==> config.mk <==
export PLATFORM = sky130hd
export DESIGN_NAME = dcm_prog_ctrl
export DESIGN_NICKNAME = d
export VERILOG_FILES = /design/src/rtl/dcm_prog_ctrl.sv
export SDC_FILE = /design/constraint.sdc
export NUM_CORES = 1
export LEC_CHECK = 0
export ABC_AREA = 1
export BUFFER_PORTS_ARGS = -buffer_cell sky130_fd_sc_hd__buf_2
export CORE_MARGIN = 1.5
export CORE_UTILIZATION = 57
export DETAILED_ROUTE_END_ITERATION = 16
export GPL_ROUTABILITY_DRIVEN = 0
export GPL_TIMING_DRIVEN = 1
export PLACE_DENSITY_LB_ADDON = 0.12
export SYNTH_ARGS = -nofsm -noshare
export SYNTH_HDL_FRONTEND = slang
export SYNTH_SLANG_ARGS = --single-unit
export TNS_END_PERCENT = 100
==> constraint.sdc <==
create_clock -name clock -period 1.72 [get_ports clock]
set_clock_uncertainty 0.2 [all_clocks]
set_input_delay 0.258 -clock clock [delete_from_list [all_inputs] [get_ports clock]]
set_output_delay 0.258 -clock clock [all_outputs]
set_load 0.05 [all_outputs]
==> src/rtl/dcm_prog_ctrl.sv <==
// Push-button front-end for the programmable clock divider: synchronises and debounces
// up/down/load buttons, keeps a pending selection and issues commit strobes to the DCM.
module dcm_prog_ctrl #(
  parameter int unsigned DEBOUNCE_CYCLES = 1_000_000,
  parameter int unsigned CNT_W           = $clog2(DEBOUNCE_CYCLES + 1)
) (
  input  logic       clock,
  input  logic       reset,
  input  logic       btn_up,
  input  logic       btn_down,
  input  logic       btn_load,
  output logic [2:0] prog_sel,
  output logic [2:0] prog_value,
  output logic       update,
  output logic       pending
);

  localparam int unsigned NB = 3;
  localparam int unsigned UP = 0;
  localparam int unsigned DN = 1;
  localparam int unsigned LD = 2;
  localparam logic [CNT_W-1:0] CNT_MAX = CNT_W'(DEBOUNCE_CYCLES);

  typedef enum logic [1:0] {INIT, IDLE, COMMIT} state_t;

  logic [NB-1:0]    raw;
  logic [NB-1:0]    sync0;
  logic [NB-1:0]    sync1;
  logic [NB-1:0]    deb;
  logic [NB-1:0]    deb_q;
  logic [NB-1:0]    press;
  logic [NB-1:0]    armed;
  logic [1:0]       sync_ok;
  logic [CNT_W-1:0] cnt [NB];
  state_t           state;
  logic [2:0]       sel_next;

  assign raw = {btn_load, btn_down, btn_up};

  // A button only arms once it has been seen released after reset, so a button held
  // through reset re-qualifies high without producing a press.
  always_ff @(posedge clock) begin
    if (reset) begin
      sync0   <= '0;
      sync1   <= '0;
      deb     <= '0;
      deb_q   <= '0;
      press   <= '0;
      armed   <= '0;
      sync_ok <= '0;
      for (int unsigned i = 0; i < NB; i++) cnt[i] <= '0;
    end else begin
      sync0   <= raw;
      sync1   <= sync0;
      sync_ok <= {sync_ok[0], 1'b1};
      deb_q   <= deb;
      press   <= deb & ~deb_q & armed;
      armed   <= armed | ({NB{sync_ok[1]}} & ~sync1);
      for (int unsigned i = 0; i < NB; i++) begin
        if (cnt[i] == CNT_MAX) begin
          deb[i] <= ~deb[i];
          cnt[i] <= '0;
        end else if (sync1[i] != deb[i]) begin
          cnt[i] <= cnt[i] + 1'b1;
        end else begin
          cnt[i] <= '0;
        end
      end
    end
  end

  always_comb begin
    sel_next = prog_sel;
    case ({press[DN], press[UP]})
      2'b01:   sel_next = prog_sel + 3'd1;
      2'b10:   sel_next = prog_sel - 3'd1;
      default: sel_next = prog_sel;
    endcase
  end

  always_ff @(posedge clock) begin
    if (reset) begin
      state      <= INIT;
      prog_sel   <= '0;
      prog_value <= '0;
      update     <= 1'b0;
      pending    <= 1'b0;
    end else begin
      case (state)
        INIT: begin
          prog_value <= prog_sel;
          update     <= 1'b1;
          pending    <= 1'b0;
          state      <= COMMIT;
        end
        IDLE: begin
          if (press[LD]) begin
            // Load wins: commit the pre-change selection and drop same-cycle up/down.
            prog_value <= prog_sel;
            update     <= 1'b1;
            pending    <= 1'b0;
            state      <= COMMIT;
          end else begin
            prog_sel <= sel_next;
            pending  <= (sel_next != prog_value);
          end
        end
        COMMIT: begin
          update   <= 1'b0;
          prog_sel <= sel_next;
          pending  <= (sel_next != prog_value);
          state    <= IDLE;
        end
        default: state <= INIT;
      endcase
    end
  end

endmodule
=== After elaboration in Yosys (flattened, before gate mapping) ===
Memory sizes are Yosys's and may differ from the RTL's.
Cells that the tools add are included.

* Add/subtract/negate cells: 5
* Multiplexer cells: 56
* Bitwise gates (word level): 18
* Reductions and logical operators: 7
* Equal/unequal tests: 13

{| class="wikitable"
|+ Operators by type and width
! kind !! number
|-
| 2-to-1 mux 20 bit || 9
|-
| adder 20 x 1 -> 20 bit (second input constant) || 3
|-
| == test 20 bit (second input constant) || 3
|-
| 2-to-1 mux 1 bit || 38
|-
| one-hot mux 3 bit (2 select lines) || 3
|-
| AND 3 bit || 3
|-
| OR 1 bit || 9
|-
| 2-to-1 mux 3 bit || 2
|-
| inverter 3 bit || 2
|-
| one-hot mux 1 bit (3 select lines) || 2
|-
| one-hot mux 2 bit (3 select lines) || 1
|-
| AND reduction 2 bit || 3
|-
| == test 2 x 1 -> 1 bit (second input constant) || 2
|-
| == test 2 bit (second input constant) || 2
|-
| inequality test 2 bit (second input constant) || 2
|-
| nonzero test 2 bit || 2
|-
| adder 3 x 1 -> 3 bit (second input constant) || 1
|-
| inequality test 1 bit || 3
|-
| inequality test 3 bit || 1
|-
| inverter 1 bit || 3
|-
| OR 3 bit || 1
|-
| nonzero test 3 bit || 1
|-
| subtractor 3 x 1 -> 3 bit (second input constant) || 1
|-
| zero test 2 bit || 1
|-
| 2-to-1 mux 2 bit || 1
|}

* Flip-flop bits (word level): 30
* Memories: 1
* Bits in writable memories: 60
* Input bits: 5
* Output and inout bits: 8

{| class="wikitable"
|+ Memories
! name !! depth !! bits a word !! read ports !! clocked after memory_dff !! wr ports !! RTL line !! source
|-
| cnt || 3 || 20 || 3 || 0 || 3 || 34 || <nowiki>logic [CNT_W-1:0] cnt [NB];</nowiki>
|}

=== Depth between registers and ports, before layout ===
Gate-level depths: netlist of run 1.
An unclocked memory read counts as a cell.

* Depth in word-level cells: 8
* Depth in mapped cells: 12

=== Worst setup path after synthesis of run 1 ===
Ideal clock, no wire load.

* Path type: flip-flop to flip-flop
* Start point: register prog_sel[1]
* End point: register pending
* Required time: 1.388 ns
* Setup time: 0.132 ns
* Arrival time: 1.672 ns
* Path buffers: 0
* Slack: -0.284 ns
* Cell stages (with the launch flop): 10
* Period minus slack after synthesis: 2.004 ns
* Cells stage by stage: dfxtp_1 > fa_1 > inv_1 > nand2_1 > nand3_1 > nand2_1 > nor2_1 > nand3_1 > nand2_1 > a21oi_1

* Cells in the longest elaborated chain, start to end: 5

{| class="wikitable"
|+ Ends and longest elaborated chain
! element !! RTL line !! source
|-
| start, declared || 12 || <nowiki>output logic [2:0] prog_sel,</nowiki>
|-
| start signal, assigned || 104 || <nowiki>prog_sel <= sel_next;</nowiki>
|-
| start signal, assigned || 110 || <nowiki>prog_sel <= sel_next;</nowiki>
|-
| subtractor 3 x 1 -> 3 bit / adder 3 x 1 -> 3 bit (equally long branches) || 76, 75 ||
|-
| one-hot mux 3 bit (2 select lines) * || 74 || <nowiki>case ({press[DN], press[UP]})</nowiki>
|-
| inequality test 3 bit * || 105, 111 ||
|-
| 2-to-1 mux 1 bit || 97 || <nowiki>if (press[LD]) begin</nowiki>
|-
| one-hot mux 1 bit (3 select lines) * || 89 || <nowiki>case (state)</nowiki>
|-
| end signal, assigned || 105 || <nowiki>pending <= (sel_next != prog_value);</nowiki>
|-
| end signal, assigned || 111 || <nowiki>pending <= (sel_next != prog_value);</nowiki>
|-
| end, declared || 15 || <nowiki>output logic pending</nowiki>
|}

Mark *: on every way between the ends. The rest lies on a longest branch, timed or not.
A chain may end at the register's enable or synchronous reset.

==> results of run 1 <==
-- cell type report --
type / count / area [sq um]
Sequential cell: 90 / 2410
Multi-Input combinational cell: 482 / 2890
Clock buffer: 10 / 128
Inverter: 100 / 375
Clock inverter: 6 / 48.8
Timing Repair Buffer: 101 / 863
Fill cell: 552 / 1790
Tap cell: 108 / 135
-- cells by family (layout without fill, tap and decap cells) --
group / after synthesis / count (layout) / share of synthesized area [%]
AO/OA/AOI/OAI: 59 / 59 / 6.14
XOR/XNOR: 18 / 18 / 3.15
adder cells (fa/ha/maj): 12 / 12 / 3.15
buffers and inverters: 106 / 217 / 8.29
flip-flops: 90 / 90 / 47.9
other: 1 / 60 / 0.0748
AND/OR/NAND/NOR: 333 / 333 / 31.3
-- power by group --
| part | switching [W] | leakage (nW) | internal (W) |
|---|---|---|---|
| Clock | 0.000830 | 0.0935 | 0.000549 |
| Combinational | 0.000870 | 1.89 | 0.000481 |
| Sequential | 0.000146 | 0.866 | 0.00248 |
| Total | 0.00185 | 2.85 | 0.00351 |
-- worst paths after layout --
kind	from	to	slack [ns]	depth (start not counted)
worst max-delay path	cnt[2][0]	cnt[2][2]	-0.19	8
worst min-delay path	reset	deb[1]	-0.007	4
worst max register to register	cnt[2][0]	cnt[2][2]	-0.19	8
worst min register to register	deb_q[0]	press[0]	0.20	1
-- cell usage in the layout, fill, tap and decap left out, types with 9 or more instances in the layout --
| cell type | instances |
|---|---|
| buf_4 | 74 |
| inv_1 | 90 |
| buf_2 | 12 |
| nor2_2 | 14 |
| nor3_2 | 9 |
| nand3_1 | 25 |
| xor2_1 | 11 |
| conb_1 | 60 |
| dfxtp_1 | 27 |
| o21ai_0 | 10 |
| nand2_2 | 16 |
| nand2_1 | 104 |
| nand3_2 | 15 |
| nor2_4 | 17 |
| nand4_1 | 23 |
| nor2_1 | 73 |
| a21oi_2 | 14 |
| nor3_1 | 10 |
| inv_2 | 10 |
| clkbuf_8 | 9 |
| a21oi_1 | 19 |
| edfxtp_1 | 60 |
-- per-layer routing --
layer / routed length, microns / GRT usage [%] / vias up
met2: 6490 / 43.9 / 184
met3: 676 / 3.61 / 45
li1: - / - / 2305
met1: 5380 / 31.7 / 2271
met4: 416 / 8.92 / 0
met5: 0 / 0 / -
-- sequential cells by signal, summed over array words and instances (netlist names), 2 cells and up --
signal and count:
sync0 3, prog_sel 3, deb 3, armed 3, state 2, cnt 60, deb_q 3, press 3
sync_ok 2, prog_value 3, sync1 3
-- through the flow --
step           std cells  area, sq um  power (W)
6_report             897         6850    0.00535
3_3_place_gp         853         5890    0.00374
2_1_floorplan        678         5240    0.00342
4_1_cts              889         6470    0.00519
5_1_grt              897         6850    0.00558
3_5_place_dp         853         5890    0.00379
-- worst reg2reg max path, cell delays in order, from the launching register on --
cell and delay [ns]:
edfxtp_1 0.41, inv_1 0.08, ha_2 0.18, nand3_2 0.09
nor2_2 0.18, nand3_2 0.15, nand2_4 0.18, buf_8 0.16
nor3_2 0.04
-- what timing repair did --
item / CTS / global route
cloned: 3 / 2
pin swaps: 14 / 29
gates resized for setup: 49 / 84
hold buffers: 3 / 0
setup buffers: 14 / 13
endpoints found under the setup margin: 62 / 71
endpoints found under the hold margin: 3 / 0
==> flow_metrics.py, run 1 <==
metrics = {
    "synth": {
        "ys_types": 36,
        "synth_ff_type": "edfxtp_1",
        "async_flop_share_pct": 0,
        "syn_area_sq_um": 5010,
        "yosysTopAreaCellShare_pct": 35.9,
        "seq_area_frac_synth_pct": 47.9,
        "synth_edf_count": 60,
        "synth_most_common_cell": "nand2_1",
        "postSynthCellCount": 619,
        "synth_top_cell_by_area": "edfxtp_1",
        "ys_ff_latch": 90,
        "yosysWarningCount": 0,
        "synthTopCellsByArea": "edfxtp_1, dfxtp_1, nand2_1",
        "syn-mean-instance-area_sq_um": 8.10,
        "netlist_top_cells_count": "nand2_1, inv_1, nor2_1",
    },
    "sta": {
        "hold_viol_final": 1,
        "max_freq_mhz": 524,
        "worst_slack_ns": -0.189,
        "grt_setup_unrepaired": "true",
        "setup-violations-final": 62,
        "finalCriticalPeriod_ns": 1.91,
        "slew_viol_final": 0,
        "period_share_pct": 111,
        "fin_tns_setup_ns": -9.05,
        "timing.hold.ws_ns": -0.00693,
    },
    "detailed_routing": {
        "wire_per_inst_microns": 14.4,
        "ant_nets": 0,
        "drtIter0Drc": 199,
        "vias_per_cell": 5.36,
        "drc": 0,
        "wirelength_microns": 13000,
        "drt-pass1-iter-count": 5,
        "vias": 4805,
    },
    "worst_setup_path": {
        "startpoint_type": "flip-flop",
        "required_ns": 1.65,
        "worstPathMaxFanout": 5,
        "crit_arrival_ns": 1.84,
        "crit_top_cell": "nand3_2",
        "worst-path-buf-inv": 2,
        "worstPathCellList": "inv_1, ha_2, nand3_2, nor2_2, nand3_2, nand2_4, buf_8, nor3_2",
        "critPathTopFamily": "simple AND/OR/NAND/NOR gates",
        "slowest_stage": "edfxtp_1",
        "criticalPathCategory": "reg2reg",
        "crit_path_end_kind": "flip-flop",
        "cpPeakStageDelay_ns": 0.41,
    },
    "floorplan": {
        "io_pins": 13,
        "floorplan.die.width_microns": 96.8,
        "die_area_sq_um": 9370,
        "fp-row-count": 34,
        "initial_core_util_pct": 58.0,
        "die-height_microns": 96.8,
        "coreArea_sq_um": 8640,
    },
    "cells_and_area": {
        "postLayoutCoreUtil_pct": 79.3,
        "syn2layout_area_growth_pct": 36.6,
        "antenna_cells": 0,
        "finalNetCount": 801,
        "drive_above_1_share_pct": 30.9,
    },
    "grt": {
        "grt_start_max_net_pins": 22,
        "grt_pass1_wl_microns": 19400,
        "antenna_found_initial": 0,
        "grt-ovfl-total": 0,
        "grt_usage_pct": 25.1,
        "grt_pass1_vias": 4424,
    },
    "clock_tree": {
        "clockBufferDepth": 2,
        "cts_buffers": 9,
        "cts_root_buf": "clkbuf_8",
        "clock_latency_ns": 0.37,
        "cts_tree": "yes",
        "path_clk_slew_ns": 0.10,
        "ctsHtreeMaxLevel": 3,
        "cts_sinks": 90,
    },
    "power_and_ir_drop": {
        "leakage_nw": 2.85,
        "p_per_area_nw_per_um2": 782,
        "vdd_drop_max_uv": 468,
    },
    "flow_run": {
        "drv_cap": 0,
    },
    "status": {
        "run_status": "complete, but fails checks",
        "violations": "hold timing, setup timing",
    },
    "min_path": {
        "min_path_type": "in2reg",
    },
    "placed_design": {
        "dp_slack_ns": -0.106,
        "dp_hpwl_microns": 7690,
        "port_buffers": 12,
    },
}
(Power assumes the default switching activity.)
==> run 2, diff against run 1 <==
--- a/config.mk
+++ b/config.mk
@@ -13,6 +13,8 @@
 export GPL_ROUTABILITY_DRIVEN = 0
 export GPL_TIMING_DRIVEN = 1
 export PLACE_DENSITY_LB_ADDON = 0.12
+export REMOVE_ABC_BUFFERS = 1
+export SLEW_MARGIN = 10
 export SYNTH_ARGS = -nofsm -noshare
 export SYNTH_HDL_FRONTEND = slang
 export SYNTH_SLANG_ARGS = --single-unit
==> run 2 against run 1 <==
  * The run ends with setup timing left
  * Cell count is 1.3% higher
  * Global-route usage rose by 0.44 points
  * Non-clock buffer count is 12 higher
==> flow_metrics.py, run 2 (synthesized netlist as in run 1, its figures left out) <==
metrics = {
    "sta": {
        "fin_tns_setup_ns": -7.76,
        "worst_slack_ns": -0.199,
        "finalCriticalPeriod_ns": 1.92,
        "hold_viol_final": 0,
        "setup-violations-final": 62,
        "period_share_pct": 112,
        "grt_setup_unrepaired": "true",
        "slew_viol_final": 0,
        "max_freq_mhz": 521,
    },
    "grt": {
        "grt_pass1_vias": 4544,
        "antenna_found_initial": 0,
        "grt_pass1_wl_microns": 19800,
        "grt_usage_pct": 25.5,
        "grt-ovfl-total": 0,
        "grt_start_max_net_pins": 22,
    },
    "power_and_ir_drop": {
        "p_per_area_nw_per_um2": 749,
        "vdd_drop_max_uv": 525,
        "total_power_w": 0.00534,
        "leakage_nw": 2.94,
    },
    "placed_design": {
        "place_inst": 851,
        "dp_hpwl_microns": 7790,
        "dp_slack_ns": -0.212,
        "port_buffers": 12,
    },
    "clock_tree": {
        "cts_tree": "yes",
        "clock_latency_ns": 0.37,
        "cts_root_buf": "clkbuf_8",
        "path_clk_slew_ns": 0.10,
        "clockBufferDepth": 2,
        "cts_buffers": 9,
        "ctsHtreeMaxLevel": 3,
        "cts_sinks": 90,
    },
    "detailed_routing": {
        "vias_per_cell": 5.30,
        "drtIter0Drc": 252,
        "drc": 0,
        "ant_nets": 0,
        "wire_per_inst_microns": 14.5,
        "wirelength_microns": 13200,
        "drt-pass1-iter-count": 5,
        "vias": 4822,
    },
    "worst_setup_path": {
        "startpoint_type": "flip-flop",
        "crit_arrival_ns": 1.84,
        "worstPathMaxFanout": 7,
        "crit_path_end_kind": "flip-flop",
        "required_ns": 1.65,
        "criticalPathCategory": "reg2reg",
    },
    "flow_run": {
        "drv_cap": 0,
    },
    "floorplan": {
        "initial_core_util_pct": 58.0,
        "die-height_microns": 96.8,
        "die_area_sq_um": 9370,
        "floorplan.die.width_microns": 96.8,
        "fp-row-count": 34,
        "io_pins": 13,
        "coreArea_sq_um": 8640,
    },
    "cells_and_area": {
        "regMostFlops": "cnt",
        "antenna_cells": 0,
        "largest_register_ffs": 60,
        "instances_no_fill": 909,
        "syn2layout_area_growth_pct": 42.2,
        "drive_above_1_share_pct": 35.1,
        "finalNetCount": 813,
        "mostFrequentLayoutCell": "nand2_1",
        "layout_common_cells": "nand2_1, inv_1, buf_4",
        "num-fill-cells": 506,
    },
    "status": {
        "violations": "setup timing",
        "run_status": "complete, but fails checks",
    },
    "min_path": {
        "min_path_type": "in2reg",
    },
}
-- run 2: cell types whose count changed in the layout (fill, tap and decap cells not counted), moves of 3 or more --
| cell | change |
|---|---|
| nor2_1 | -13 |
| nor2_4 | +11 |
| buf_4 | +8 |
| a21oi_1 | -6 |
| inv_1 | -5 |
| a21oi_2 | +4 |
| inv_2 | +4 |
| buf_6 | +3 |
| ha_2 | -3 |
| ha_4 | +3 |
| nor3_2 | -3 |
| xnor2_2 | +3 |
| xor2_1 | -3 |
| xor2_2 | +3 |
-- run 2: metrics by stage --
stage,hold WS [ns],cell area [sq um],utilization (%)
final,0.0464,7130,82.6
after global placement,0.179,5870,68.0
after global routing,0.0493,7130,82.6
after floorplan,0.127,5190,-
after detailed placement,0.180,5870,68.0
after CTS,0.0283,6530,75.7
-- run 2: worst max-delay path: stages, from the launching register on --
cell	delay [ns]
edfxtp_1	0.43
inv_1	0.08
ha_2	0.19
nand3_2	0.08
nor2_1	0.13
nand4_1	0.17
nand2_2	0.17
buf_8	0.18
nor3_2	0.05
-- run 2: worst paths after layout --
| kind | startpoint | to | slack [ns] | cells past startpoint |
|---|---|---|---|---|
| setup / recovery | cnt[0][0] | cnt[0][12] | -0.20 | 8 |
| hold / removal | reset | sync_ok[0] | 0.05 | 3 |
| setup reg to reg | cnt[0][0] | cnt[0][12] | -0.20 | 8 |
| hold reg to reg | deb_q[2] | press[2] | 0.20 | 1 |
-- run 2: metal layers --
metal	vias up	part of all wire (%)	GRT usage [%]
li1	2326	-	-
met3	56	5.4	4.77
met5	-	0	0
met4	0	3.7	10.3
met1	2254	40	30.6
met2	186	51	45.1
-- run 2: power breakdown --
group | total, W | switching (W) | internal [W]
combinational | 0.00137 | 0.000880 | 0.000486
clock | 0.00137 | 0.000833 | 0.000537
sequential | 0.00261 | 0.000136 | 0.00247
-- run 2: cell type report --
class                   instances  area (sq um)  share of cell area (%)
flip-flops and latches         90          2400                    33.7
well taps                     108           135                    1.90
clock inverters                 7          50.0                   0.702
multi-input cells             482          3070                    43.0
clock buffers                   9           124                    1.74
inverters                     100           378                    5.30
repair buffers                113           972                    13.6
-- run 2: repair_timing --
action	4_1_cts	5_1_grt
hold buffers	4	0
endpoints found under the setup margin	64	72
gates resized for setup	58	124
endpoints found under the hold margin	4	0
setup buffers	20	19
cloned	3	4
pin swaps	22	38
==> run 3, diff against run 2 <==
--- a/config.mk
+++ b/config.mk
@@ -6,12 +6,13 @@
 export NUM_CORES = 1
 export LEC_CHECK = 0
 export ABC_AREA = 1
-export BUFFER_PORTS_ARGS = -buffer_cell sky130_fd_sc_hd__buf_2
 export CORE_MARGIN = 1.5
-export CORE_UTILIZATION = 57
+export CORE_UTILIZATION = 58
 export DETAILED_ROUTE_END_ITERATION = 16
+export DONT_BUFFER_PORTS = 1
 export GPL_ROUTABILITY_DRIVEN = 0
 export GPL_TIMING_DRIVEN = 1
+export MAX_ROUTING_LAYER = met4
 export PLACE_DENSITY_LB_ADDON = 0.12
 export REMOVE_ABC_BUFFERS = 1
 export SLEW_MARGIN = 10
==> run 3 against run 2 <==
  * Routed wire length increased by 2.4%
  * Highest routed layer unchanged
  * Count of clock-buffer cells in the layout stayed put
  * Largest cell class unchanged
  * Cell count fell by 0.88%
  * Non-clock buffer count down 5
  * Largest power group unchanged
  * Maximum frequency decreased by 0.67%
  * Die area decreased by 1.7%
  * Critical path depth grew 2
  * Hold slack gained 0.11 ns
  * Flip-flop and latch count unchanged
  * The run still ends with setup timing left
==> flow_metrics.py, run 3 (synthesized netlist as in run 1, its figures left out) <==
metrics = {
    "status": {
        "run_status": "complete, but fails checks",
        "violations": "setup timing",
    },
    "floorplan": {
        "floorplan.die.width_microns": 96.0,
        "coreArea_sq_um": 8300,
        "die-height_microns": 96.0,
        "io_pins": 13,
        "fp-row-count": 33,
        "die_area_sq_um": 9210,
        "initial_core_util_pct": 60.4,
    },
    "power_and_ir_drop": {
        "vdd_drop_max_uv": 552,
        "p_per_area_nw_per_um2": 788,
        "leakage_nw": 2.90,
    },
    "detailed_routing": {
        "drt-pass1-iter-count": 6,
        "ant_nets": 0,
        "vias": 4848,
        "drc": 0,
        "wirelength_microns": 13500,
        "drtIter0Drc": 311,
        "vias_per_cell": 5.38,
        "wire_per_inst_microns": 15.0,
    },
    "worst_setup_path": {
        "crit_path_end_kind": "flip-flop",
        "r2r_end": "pending",
        "startpoint_type": "flip-flop",
        "rrSetupSlack_ns": -0.21,
        "cpPeakStageDelay_ns": 0.56,
        "required_ns": 1.79,
        "worstPathCellList": "inv_2, ha_4, fa_2, nand2_2, nand3_2, nand2_1, nor2_1, nand3_1, nand2_1, a21oi_1",
        "crit_top_cell": "nand2_1",
        "criticalPathCategory": "reg2reg",
        "r2r-start": "press[0]",
        "worstPathMaxFanout": 3,
        "crit_arrival_ns": 2.01,
        "rr_worst_depth": 10,
        "slowest_stage": "fa_2",
    },
    "sta": {
        "relSlewSlack_pct": 66.1,
        "finalCriticalPeriod_ns": 1.93,
        "max_freq_mhz": 518,
        "grt_setup_unrepaired": "true",
        "period_share_pct": 112,
        "slew_viol_final": 0,
        "worst_pin_slew_ns": 0.508,
        "hold_viol_final": 0,
        "setup-violations-final": 63,
        "worst_slack_ns": -0.211,
        "fin_tns_setup_ns": -5.41,
    },
    "min_path": {
        "min_from": "reset",
        "hold_path_depth": 5,
        "whs_endpoint": "cnt[1][19]",
        "min_path_type": "in2reg",
    },
    "cells_and_area": {
        "multi_input_area_sq_um": 2930,
        "largest_register_ffs": 60,
        "syn2layout_area_growth_pct": 39.9,
        "instances_no_fill": 901,
        "drive_above_1_share_pct": 31.2,
        "finalNetCount": 808,
        "num-fill-cells": 443,
        "layout_common_cells": "nand2_1, inv_1, nor2_1",
        "regArea_sq_um": 2400,
        "mostFrequentLayoutCell": "nand2_1",
        "antenna_cells": 0,
        "regMostFlops": "cnt",
    },
    "grt": {
        "grt_usage_pct": 28.1,
        "grt-ovfl-total": 0,
        "grt_start_max_net_pins": 20,
        "grt_pass1_wl_microns": 19400,
        "grt_pass1_vias": 4590,
        "antenna_found_initial": 0,
    },
    "clock_tree": {
        "cts_buffers": 9,
        "cts_sinks": 90,
        "clockBufferDepth": 2,
        "ctsHtreeMaxLevel": 3,
        "clock_latency_ns": 0.38,
        "path_clk_slew_ns": 0.12,
        "cts_root_buf": "clkbuf_8",
        "cts_tree": "yes",
    },
    "placed_design": {
        "place_inst": 833,
        "dp_hpwl_microns": 7500,
        "port_buffers": 0,
    },
    "flow_run": {
        "drv_cap": 0,
    },
}
## run 3: changes by cell type in the layout (fill, tap and decap cells not counted), sizes merged
cell / change
clkinv: +1
buf: -16
dlygate4sd3: +14
clkbuf: -3
clkinvlp: -1
## run 3: worst max path at each step
| stage | start | end | slack (ns) | depth (start not counted) |
|---|---|---|---|---|
| 2_1_floorplan | prog_sel[1] | pending | -0.27 | 9 |
| 3_3_place_gp | press[0] | pending | -0.11 | 10 |
| 3_5_place_dp | press[0] | pending | -0.16 | 10 |
| 4_1_cts | cnt[1][0] | cnt[1][5] | -0.14 | 8 |
| 5_1_grt | press[0] | pending | -0.27 | 10 |
| 6_report | press[0] | pending | -0.21 | 10 |
## run 3: stage by stage
step                instance area (sq um)  hold slack [ns]  total power [W]  setup slack (ns)  utilization, %
finish                               7010            0.152          0.00553            -0.211            84.5
global route                         7010            0.180          0.00573            -0.267            84.5
CTS                                  6550            0.113          0.00527            -0.141            78.9
detailed placement                   5780            0.132          0.00373            -0.158            69.7
global placement                     5780            0.131          0.00368            -0.112            69.7
floorplan                            5190            0.127          0.00341            -0.268               -
## run 3: layer usage
| metal | vias to the layer above | GRT usage (%) | share of wire [%] |
|---|---|---|---|
| met3 | 38 | 5.13 | 5.0 |
| met1 | 2316 | 31.0 | 40 |
| met5 | - | - | 0 |
| li1 | 2312 | - | - |
| met2 | 182 | 50.5 | 52 |
| met4 | 0 | 9.93 | 2.5 |
## run 3: power by group
group          total, W  switching (W)  internal, W
sequential      0.00263       0.000160      0.00247
combinational   0.00139       0.000899     0.000487
clock           0.00151       0.000927     0.000584
## run 3: area by class of cell
cell class | instances | area share [%]
flip-flops and latches | 90 | 34.3
inverters | 100 | 5.35
clock buffers | 9 | 1.77
repair buffers | 108 | 13.8
well taps | 105 | 1.87
multi-input cells | 482 | 41.7
clock inverters | 7 | 1.16
## run 3: worst max-delay path: cells and delay by family (launching register included)
family	cells	cell delay, ns
compound gates	1	0.06
fa+ha+maj	2	0.72
buf+inv	1	0.04
flops	1	0.35
simple gates	6	0.46
## run 3: repair_timing
item,4_1_cts,5_1_grt
hold endpoints to repair,30,0
buffers inserted,19,22
setup endpoints to repair,67,72
hold buffers,18,0
pin swaps,24,56
gates resized for setup,50,118
cloned,3,1
